`config.mk`:
```
export PLATFORM = sky130hd
export DESIGN_NAME = gen_sequencer
export DESIGN_NICKNAME = d
export VERILOG_FILES = /design/src/rtl/life_pkg.sv /design/src/rtl/gen_sequencer_decoder_top.sv /design/src/rtl/gen_sequencer.sv
export SDC_FILE = /design/constraint.sdc
export NUM_CORES = 1
export LEC_CHECK = 0
export ABC_AREA = 1
export BUFFER_PORTS_ARGS = -buffer_cell sky130_fd_sc_hd__clkbuf_2
export CAP_MARGIN = 30
export CORE_ASPECT_RATIO = 0.7
export CORE_MARGIN = 2
export CORE_UTILIZATION = 40
export DETAILED_ROUTE_END_ITERATION = 8
export SLEW_MARGIN = 40
export SYNTH_ARGS = -nofsm -noshare
export SYNTH_HDL_FRONTEND = slang
export SYNTH_HIERARCHICAL = 1
export SYNTH_SLANG_ARGS = --single-unit
```
`constraint.sdc`:
```
create_clock -name clk -period 9.5 [get_ports clk]
set_input_delay 0.95 -clock clk [delete_from_list [all_inputs] [get_ports clk]]
set_output_delay 0.95 -clock clk [all_outputs]
set_load 0.005 [all_outputs]
```
`src/rtl/life_pkg.sv`:
```
// Shared types and sizing for the 8x8 toroidal Life generation sequencer.
package life_pkg;

    localparam int unsigned ROWS   = 8;
    localparam int unsigned COLS   = 8;
    localparam int unsigned ROW_AW = 3;
    localparam int unsigned GEN_W  = 8;

    typedef logic [COLS-1:0] row_t;
    typedef row_t [ROWS-1:0] board_t;

    typedef enum logic [1:0] {
        IDLE    = 2'd0,
        COMPUTE = 2'd1,
        COMMIT  = 2'd2
    } gen_state_t;

endpackage

```
`src/rtl/gen_sequencer_decoder_top.sv`:
```
// Next-state datapath: one row of Life evaluated from itself and its two
// vertical neighbours, with columns wrapping around.
module decoder_top
    import life_pkg::*;
(
    input  logic [COLS-1:0] row_a,
    input  logic [COLS-1:0] row_in,
    input  logic [COLS-1:0] row_b,
    output logic [COLS-1:0] row_out
);

    for (genvar c = 0; c < COLS; c++) begin : g_col
        localparam int unsigned CL = (c + COLS - 1) % COLS;
        localparam int unsigned CR = (c + 1) % COLS;

        logic [3:0] n;

        assign n = 4'(row_a[CL])  + 4'(row_a[c])  + 4'(row_a[CR])
                 + 4'(row_in[CL])                 + 4'(row_in[CR])
                 + 4'(row_b[CL])  + 4'(row_b[c])  + 4'(row_b[CR]);

        // Birth on exactly three neighbours, survival on two or three.
        assign row_out[c] = (n == 4'd3) || (row_in[c] && (n == 4'd2));
    end

endmodule

```
`src/rtl/gen_sequencer.sv`:
```
// Steps an 8x8 toroidal Life board one row per cycle into a shadow buffer,
// then commits the whole generation at once.
module gen_sequencer
    import life_pkg::*;
(
    input  logic       clk,
    input  logic       reset,
    input  logic       start,
    input  logic       auto_run,
    input  logic       tick,
    input  logic       load_en,
    input  logic [2:0] load_addr,
    input  logic [7:0] load_data,
    input  logic       clear,
    input  logic [2:0] disp_addr,
    output logic [7:0] disp_row,
    output logic       busy,
    output logic       done,
    output logic       stable,
    output logic       load_rej,
    output logic [7:0] gen_count
);

    gen_state_t        state_q, state_d;
    logic [ROW_AW-1:0] r_q, r_d;
    logic [ROW_AW-1:0] r_up, r_dn;
    board_t            cur_q, cur_d;
    board_t            nxt_q, nxt_d;
    logic [GEN_W-1:0]  gen_q, gen_d;
    logic              stable_q, stable_d;
    logic              done_q, done_d;
    logic              rej_q, rej_d;
    row_t              row_new;
    logic              step_req;

    assign r_up     = r_q - ROW_AW'(1);
    assign r_dn     = r_q + ROW_AW'(1);
    assign step_req = start || (auto_run && tick);

    decoder_top u_decoder (
        .row_a   (cur_q[r_up]),
        .row_in  (cur_q[r_q]),
        .row_b   (cur_q[r_dn]),
        .row_out (row_new)
    );

    always_ff @(posedge clk) begin
        if (reset) begin
            state_q  <= IDLE;
            r_q      <= '0;
            cur_q    <= '0;
            nxt_q    <= '0;
            gen_q    <= '0;
            stable_q <= 1'b0;
            done_q   <= 1'b0;
            rej_q    <= 1'b0;
        end else begin
            state_q  <= state_d;
            r_q      <= r_d;
            cur_q    <= cur_d;
            nxt_q    <= nxt_d;
            gen_q    <= gen_d;
            stable_q <= stable_d;
            done_q   <= done_d;
            rej_q    <= rej_d;
        end
    end

    always_comb begin
        state_d  = state_q;
        r_d      = r_q;
        cur_d    = cur_q;
        nxt_d    = nxt_q;
        gen_d    = gen_q;
        stable_d = stable_q;
        done_d   = 1'b0;
        rej_d    = 1'b0;

        unique case (state_q)
            IDLE: begin
                // Only the highest-priority request acts; the rest are dropped.
                if (clear) begin
                    cur_d    = '0;
                    gen_d    = '0;
                    stable_d = 1'b0;
                end else if (load_en) begin
                    cur_d[load_addr] = load_data;
                end else if (step_req) begin
                    state_d = COMPUTE;
                    r_d     = '0;
                end
            end
            COMPUTE: begin
                rej_d        = load_en || clear;
                nxt_d[r_q]   = row_new;
                r_d          = r_q + ROW_AW'(1);
                if (r_q == ROW_AW'(ROWS - 1)) begin
                    state_d = COMMIT;
                end
            end
            COMMIT: begin
                rej_d    = load_en || clear;
                cur_d    = nxt_q;
                gen_d    = gen_q + GEN_W'(1);
                stable_d = (nxt_q == cur_q);
                done_d   = 1'b1;
                state_d  = IDLE;
            end
            default: begin
                state_d = IDLE;
            end
        endcase
    end

    assign disp_row  = cur_q[disp_addr];
    assign busy      = (state_q != IDLE);
    assign done      = done_q;
    assign stable    = stable_q;
    assign load_rej  = rej_q;
    assign gen_count = gen_q;

endmodule
```
==> results of run 1 <==
-- kinds of logic (layout without fill, tap and decap cells) --
logic type / count (synthesis) / after routing / share of synthesized area
buffers and inverters: 320 / 323 / 0.130
adder cells (fa/ha/maj): 65 / 65 / 0.103
AND/OR/NAND/NOR: 414 / 414 / 0.175
AO/OA/AOI/OAI: 563 / 563 / 0.301
XOR/XNOR: 9 / 9 / 0.00846
flip-flops: 144 / 144 / 0.283
-- cells in the final DEF, fill, tap and decap left out, types with 3 or more instances in the layout --
cell type  count
ha_1          32
o21ai_1       40
o21ai_0      217
clkbuf_2      40
nand3_1       19
nand4_1       14
fa_1          32
xnor2_1        6
bufinv_16      3
nor2_1       100
inv_1        226
nor2_2         4
clkbuf_16     17
o22a_1        16
nand2_1      242
a21oi_1      194
nand3_2        5
o21ai_4        4
dfxtp_1      143
buf_4          3
inv_2         20
clkinv_2       5
clkbuf_8       4
nor3_1         4
nand2_2       15
a31oi_1        9
a21oi_2        4
a221oi_1       8
o22ai_1       62
-- through the flow --
step / instances / util / setup WS, ps / hold WS (ps) / cell area, um2
5_1_grt: 1843 / 0.447 / 3290 / 507 / 11100
3_5_place_dp: 1811 / 0.422 / 3370 / 461 / 10500
3_3_place_gp: 1811 / 0.420 / 3180 / 460 / 10500
6_report: 1843 / 0.447 / 3660 / 473 / 11100
2_1_floorplan: 1515 / - / 4870 / 454 / 10200
4_1_cts: 1843 / 0.447 / 3370 / 470 / 11100
-- worst max-delay path by stage --
stage,from,to,slack [ps],cells after the start
final,r_q[0],nxt_q[29],3660,16
after global routing,r_q[0],nxt_q[29],3290,16
after CTS,r_q[0],nxt_q[13],3370,16
after detailed placement,r_q[0],nxt_q[13],3370,16
after global placement,r_q[0],nxt_q[5],3180,16
after floorplan,r_q[0],nxt_q[19],4870,19
-- critical path, stage by stage (launching register included) --
cell	delay [ps]
dfxtp_2	420
inv_2	200
ha_2	740
inv_1	520
o21ai_0	290
o22a_1	200
inv_1	100
fa_1	560
fa_1	460
fa_1	500
inv_1	40
ha_1	200
fa_1	490
nand3_1	90
a21oi_2	570
o21ai_0	210
a21oi_1	170
-- per-layer routing --
| layer | share of wire | wire length [um] | track usage |
|---|---|---|---|
| met5 | 0 | 0 | 0 |
| met1 | 0.47 | 18600 | 0.456 |
| met3 | 0.12 | 4820 | 0.0727 |
| met4 | 0.017 | 692 | 0.0763 |
| met2 | 0.39 | 15500 | 0.401 |
-- state kept, by name, summed over array words and instances, names as in the netlist --
name       cells
state_q        2
stable         1
nxt_q         64
gen_count      8
r_q            3
done           1
load_rej       1
cur_q         64
-- cell type report --
type,instances,area [um2],area share
Sequential cell,144,2880,0.260
Clock inverter,10,133,0.0119
Multi-Input combinational cell,1051,6030,0.543
Inverter,247,930,0.0837
Clock buffer,22,484,0.0436
Tap cell,325,407,0.0366
Timing Repair Buffer,44,234,0.0211
==> results.tsv, run 1 <==
stage	metric	value	unit
status	status	complete, no violations	
route	final WL	39600	um
placement	Detailed Place HPWL	29100	um
clock_network	Num CTS Buffers	17	
route	routed len/inst	21.5	um
placement	PortBufs	40	
clock_network	Post-CTS Setup Bufs	0	
cells_and_area	layout cells sized above 1	0.0949	
die	Ports	41	
synthesis	post-synth top area cell	dfxtp_1	
synthesis	Mapped Area	10200	um2
setup_path	critical path class	reg2reg	
clock_network	clk_lat worst skew	450	ps
global_routing	first-pass GRT wire length	57900	um
setup_path	Worst setup EP type	flip-flop	
setup_path	arrival time at the worst endpoint	6210	ps
synthesis	Synth Register Bits	144	
synthesis	Ys Warns	6	
clock_network	CTS Root Cell	clkbuf_16	
route	vias per cell	5.69	
sta	Slew HR	0.402	
clock_network	H-tree lvl count	4	
synthesis	register area share after synthesis	0.283	
hold_path	worst hold stages	2	
sta	Final Max Tran Viols	0	
die	die area	26800	um2
synthesis	syn_area_per_cell	6.73	um2
placement	GP Congestion	0.975	
die	Core Footprint	24900	um2
sta	RSZ-0062 raised after global routing	false	
global_routing	gr usage total	0.296	
cells_and_area	filler instances	2604	
sta	post-route clock period utilization	0.615	
route	Initial DRC Count	1762	
die	Die X	195	um
die	die height	138	um
synthesis	Mapped Nets	1601	
sta	Final Setup Violations	0	
route	vias	10491	
sta	Final Hold Viols	0	
synthesis	post-synthesis cell count	1515	
hold_path	Hold Path Class	reg2reg	
route	DRC Markers	0	
global_routing	vias in the first global route	8983	
cells_and_area	# diodes	0	
synthesis	ys async rst share	0	
synthesis	main area contributors after synthesis	dfxtp_1 28%, o21ai_0 11%, a21oi_1 9.8%	
sta	crit path time final	5840	ps
die	row count	48	
clock_network	Worst-path clk slew	60	ps
cells_and_area	Layout area overhead	8.88	%
hold_path	worst hold path endpoint	stable	
hold_path	Hold Startpoint	stable	
setup_path	startpoint class of the critical path	flip-flop	
clock_network	CTS tree	built	
setup_path	Worst R2R Start	r_q[0]	
cells_and_area	final-stage net count	1591	
clock_network	hold_buf cts	0	
clock_network	post-CTS sizing	0	
setup_path	Worst Reg2Reg Path Length in Cells	16	
synthesis	Synth top cells by count	242 x nand2_1, 226 x inv_1, 218 x o21ai_0, 200 x a21oi_1, 144 x dfxtp_1	
setup_path	R2R setup slack	3660	ps
route	Detail Route Antenna Nets	0	
synthesis	Synth Flop Type	dfxtp_1	
global_routing	grt total ovfl	0	
flow_run	Max-Cap Viols	0	
setup_path	Required @ worst endpoint	9870	ps
setup_path	RR Endpoint	nxt_q[29]	
global_routing	largest net degree at the start of global routing	114	
synthesis	library cells used by synthesis	42	
sta	setup TNS	0	ps
synthesis	Post-synth EDFFs	0	
die	Initial Util	0.410	
clock_network	sinks on the clock net	144	
sta	Setup Skew	9.31	ps
synthesis	Yosys top cell area share	0.283	
global_routing	initial antenna violation count	3	
synthesis	most numerous cell in the Yosys netlist	nand2_1	
clock_network	Longest Clk Path Bufs	2	
setup_path	Max FO, Critical Path	34	
sta	Worst Tran Pin Value	887	ps
route	first-pass detailed-route iteration total	5	
sta	f_max	0.171	GHz
Power of run 1 is not shown: default switching activity piles up to over one toggle a cycle in this logic, so the estimate is an artifact.
==> run 2, diff against run 1 <==
- clock period: 9.5 -> 5.25 ns (I/O delays scaled with it)
==> run 2 against run 1 <==
Effect of this change: worst hold slack worse by 150 ps; count of clock-buffer cells in the layout down 4; sequential share of layout area down 0.51 points; first-iteration DRC count down 19%; maximum frequency up 20%; final area is 2.0% higher; utilization rose by 0.90 points; die area did not move; worst setup slack worse by 3300 ps; critical endpoint is now nxt_q[16].
==> results.tsv, run 2 (synthesis gave the netlist of run 1 again) <==
stage	metric	value	unit
die	die area	26800	um2
global_routing	first-pass GRT wire length	57600	um
global_routing	vias in the first global route	9121	
die	die height	138	um
clock_network	clk_lat worst skew	440	ps
clock_network	Worst-path clk slew	60	ps
clock_network	Longest Clk Path Bufs	2	
cells_and_area	cell area after layout	11300	um2
setup_path	Required @ worst endpoint	5610	ps
clock_network	Post-CTS Setup Bufs	0	
clock_network	post-CTS sizing	0	
flow_run	Max-Cap Viols	0	
route	first-pass detailed-route iteration total	8	
die	Ports	41	
status	status	complete, no violations	
cells_and_area	most common cell after layout, fill and taps aside	nand2_1	
sta	crit path time final	4870	ps
die	Initial Util	0.410	
placement	GP Congestion	0.984	
global_routing	initial antenna violation count	3	
route	Detail Route Antenna Nets	0	
global_routing	gr usage total	0.293	
sta	Fin Hold WS	326	ps
sta	Worst Tran Pin Value	820	ps
cells_and_area	final-stage net count	1609	
route	vias per cell	5.66	
sta	Slew HR	0.448	
setup_path	Max FO, Critical Path	24	
hold_path	Hold Path Class	in2reg	
route	Initial DRC Count	1420	
setup_path	arrival time at the worst endpoint	5240	ps
route	routed len/inst	21.1	um
die	Die X	195	um
route	final WL	39400	um
route	DRC Markers	0	
sta	Final Setup Violations	0	
die	row count	48	
route	vias	10549	
setup_path	startpoint class of the critical path	flip-flop	
clock_network	sinks on the clock net	144	
clock_network	CTS Root Cell	clkbuf_16	
sta	f_max	0.205	GHz
setup_path	Worst setup EP type	flip-flop	
global_routing	grt total ovfl	0	
sta	setup ws final	377	ps
placement	pre-CTS setup slack	402	ps
die	Core Footprint	24900	um2
clock_network	Num CTS Buffers	17	
sta	Final Hold Viols	0	
cells_and_area	layout cells sized above 1	0.102	
clock_network	CTS tree	built	
clock_network	hold_buf cts	0	
placement	PortBufs	40	
cells_and_area	most frequent cells in the layout	242 x nand2_1, 225 x inv_1, 217 x o21ai_0	
placement	Detailed Place HPWL	29300	um
sta	setup TNS	0	ps
global_routing	largest net degree at the start of global routing	92	
sta	Setup Skew	7.61	ps
sta	RSZ-0062 raised after global routing	false	
setup_path	critical path class	reg2reg	
clock_network	H-tree lvl count	4	
sta	post-route clock period utilization	0.928	
placement	dpl cell area	10600	um2
sta	Final Max Tran Viols	0	
cells_and_area	Layout area overhead	11.1	%
==> run 2: changes by cell type in the layout (fill, tap and decap cells not counted), moves of 4 or more <==
cell        before  now
bufinv_16        3    7
a21oi_2          4    0
a21oi_1        194  200
buf_4            3   19
clkinvlp_4       0    4
==> run 2: layout make-up <==
type                       instances  area, um2
antenna                            3       7.51
clock buffer                      18        439
clock inverter                    14        260
timing repair buffer              62        403
inverter                         247        933
multi-input combinational       1051       5990
fill                            2607      13500
sequential                       144       2880
tap                              325        407
==> run 2: per-layer routing <==
layer / GRT usage / part of all wire / up-vias
li1: - / - / 5055
met1: 0.423 / 0.45 / 4887
met2: 0.386 / 0.38 / 544
met3: 0.124 / 0.15 / 63
met4: 0.0937 / 0.021 / 0
met5: 0 / 0 / -
==> run 2: path summary, 6_finish.rpt <==
| path | startpoint | to | slack (ps) | cells after the start |
|---|---|---|---|---|
| setup / recovery | r_q[1] | nxt_q[16] | 380 | 18 |
| hold / removal | load_en | load_rej | 330 | 3 |
| setup reg to reg | r_q[1] | nxt_q[16] | 380 | 18 |
| hold reg to reg | stable | stable | 470 | 2 |
==> run 2: stage by stage <==
step,utilization,cells
3_3_place_gp,0.427,1829
2_1_floorplan,-,1515
5_1_grt,0.455,1862
3_5_place_dp,0.427,1829
6_report,0.456,1864
4_1_cts,0.455,1861
==> run 2: critical path, cell delays in order, from the launching register on <==
cell	delay [ps]
dfxtp_1	450
inv_2	60
ha_1	340
clkinvlp_4	320
buf_4	290
o21ai_0	160
o22a_1	140
inv_1	100
fa_1	570
fa_1	430
fa_1	490
inv_1	40
ha_1	210
fa_1	490
nand3_1	80
a21oi_1	120
buf_4	230
o21ai_0	130
a21oi_1	150
Power of run 2 is left out for the same reason.
==> run 3, diff against run 2 <==
- clock period: 5.25 -> 5.1 ns (I/O delays scaled with it)
==> run 3 against run 2 <==
Effect of this change: via count up 1.3%; critical endpoint is now nxt_q[25]; count of clock-buffer cells in the layout up 5; global-route usage up 0.17 points; final area down 0.91%; maximum frequency up 0.68%.
==> results.tsv, run 3 (synthesis gave the netlist of run 1 again) <==
stage	metric	value	unit
route	vias per cell	5.71	
cells_and_area	# diodes	0	
placement	Detailed Place HPWL	29800	um
global_routing	met1 usage	0.443	
placement	PortBufs	40	
setup_path	CP max stage cell	dfxtp_2	
sta	Final Max Tran Viols	0	
route	final WL	39300	um
die	die area	26800	um2
global_routing	met3 GRT Util	0.0955	
clock_network	Worst-path clk slew	60	ps
setup_path	Required @ worst endpoint	5470	ps
clock_network	Longest Clk Path Bufs	2	
sta	RSZ-0062 raised after global routing	false	
setup_path	critical path class	reg2reg	
flow_run	Max-Cap Viols	0	
clock_network	CTS Root Cell	clkbuf_16	
clock_network	Num CTS Buffers	17	
die	row count	48	
sta	crit path time final	4840	ps
setup_path	startpoint class of the critical path	flip-flop	
setup_path	Max FO, Critical Path	25	
sta	Setup Skew	8.26	ps
die	Initial Util	0.410	
die	die height	138	um
cells_and_area	final-stage net count	1622	
setup_path	arrival time at the worst endpoint	5210	ps
global_routing	gr usage total	0.295	
hold_path	Hold Path Class	in2reg	
global_routing	met2 usage	0.385	
clock_network	hold_buf cts	0	
clock_network	Post-CTS Setup Bufs	0	
die	Die X	195	um
sta	f_max	0.207	GHz
placement	cell total after placement	1842	
cells_and_area	Layout area overhead	10.1	%
status	status	complete, no violations	
route	Detail Route Antenna Nets	0	
sta	Slew HR	0.437	
cells_and_area	most common cell after layout, fill and taps aside	nand2_1	
cells_and_area	most frequent cells in the layout	242 x nand2_1, 226 x inv_1, 218 x o21ai_0	
clock_network	post-CTS sizing	0	
global_routing	vias in the first global route	9181	
global_routing	grt total ovfl	0	
sta	Final Setup Violations	0	
sta	Final Hold Viols	0	
route	vias	10682	
clock_network	clk_lat worst skew	440	ps
setup_path	critical path, cell by cell	inv_2 > buf_4 > o21ai_0 > nor2_1 > o22a_1 > inv_1 > fa_1 > fa_1 > fa_1 > inv_1 > ha_1 > fa_1 > nand3_1 > a21oi_1 > buf_4 > o21ai_0 > a21oi_1	
setup_path	Top cell by count, worst path	fa_1	
global_routing	GR peak layer	met1	
cells_and_area	layout cells sized above 1	0.107	
die	Core Footprint	24900	um2
clock_network	H-tree lvl count	4	
setup_path	CP top delay family	adder cells	
route	DRC Markers	0	
cells_and_area	non-filler instance count after layout	1872	
clock_network	sinks on the clock net	144	
route	first-pass detailed-route iteration total	8	
setup_path	CP peak stage delay	530	ps
setup_path	buffer and inverter count on the worst path	5	
die	Ports	41	
sta	setup TNS	0	ps
global_routing	largest net degree at the start of global routing	68	
route	Initial DRC Count	1640	
placement	GP Congestion	0.987	
clock_network	CTS tree	built	
global_routing	initial antenna violation count	1	
sta	post-route clock period utilization	0.949	
route	routed len/inst	21.0	um
sta	Worst Tran Pin Value	844	ps
global_routing	first-pass GRT wire length	58300	um
setup_path	Worst setup EP type	flip-flop	
==> run 3: per-stage QoR <==
step	hold WS [ps]	utilization	area [um2]	setup slack [ps]
5_1_grt	336	0.451	11200	120
3_3_place_gp	458	0.429	10700	501
2_1_floorplan	454	-	10200	466
3_5_place_dp	469	0.429	10700	424
4_1_cts	312	0.451	11200	413
6_report	318	0.451	11200	260
==> run 3: final timing paths <==
kind,startpoint,to,slack [ps],cells past startpoint
setup / recovery,r_q[0],nxt_q[25],260,17
hold / removal,load_en,load_rej,320,3
setup reg to reg,r_q[0],nxt_q[25],260,17
hold reg to reg,stable,stable,480,2
==> run 3: tightest hold or removal path: stages <==
cell,delay [ps]
clkbuf_2,80
nor2_1,50
nor2_1,80
==> run 3: cell type report <==
type	instances	area (um2)
clock inverters	7	60.1
well taps	325	407
fillers	2617	13600
clock buffers	23	488
inverters	247	930
multi-input cells	1051	5990
flip-flops and latches	144	2880
repair buffers	75	463
==> run 3: metal layers <==
metal / wire, um / share of wire / up-vias
met2: 14700 / 0.37 / 599
met1: 18300 / 0.46 / 4910
li1: - / - / 5089
met5: 0 / 0 / -
met3: 5220 / 0.13 / 84
met4: 1150 / 0.029 / 0
Power of run 3 is left out for the same reason.
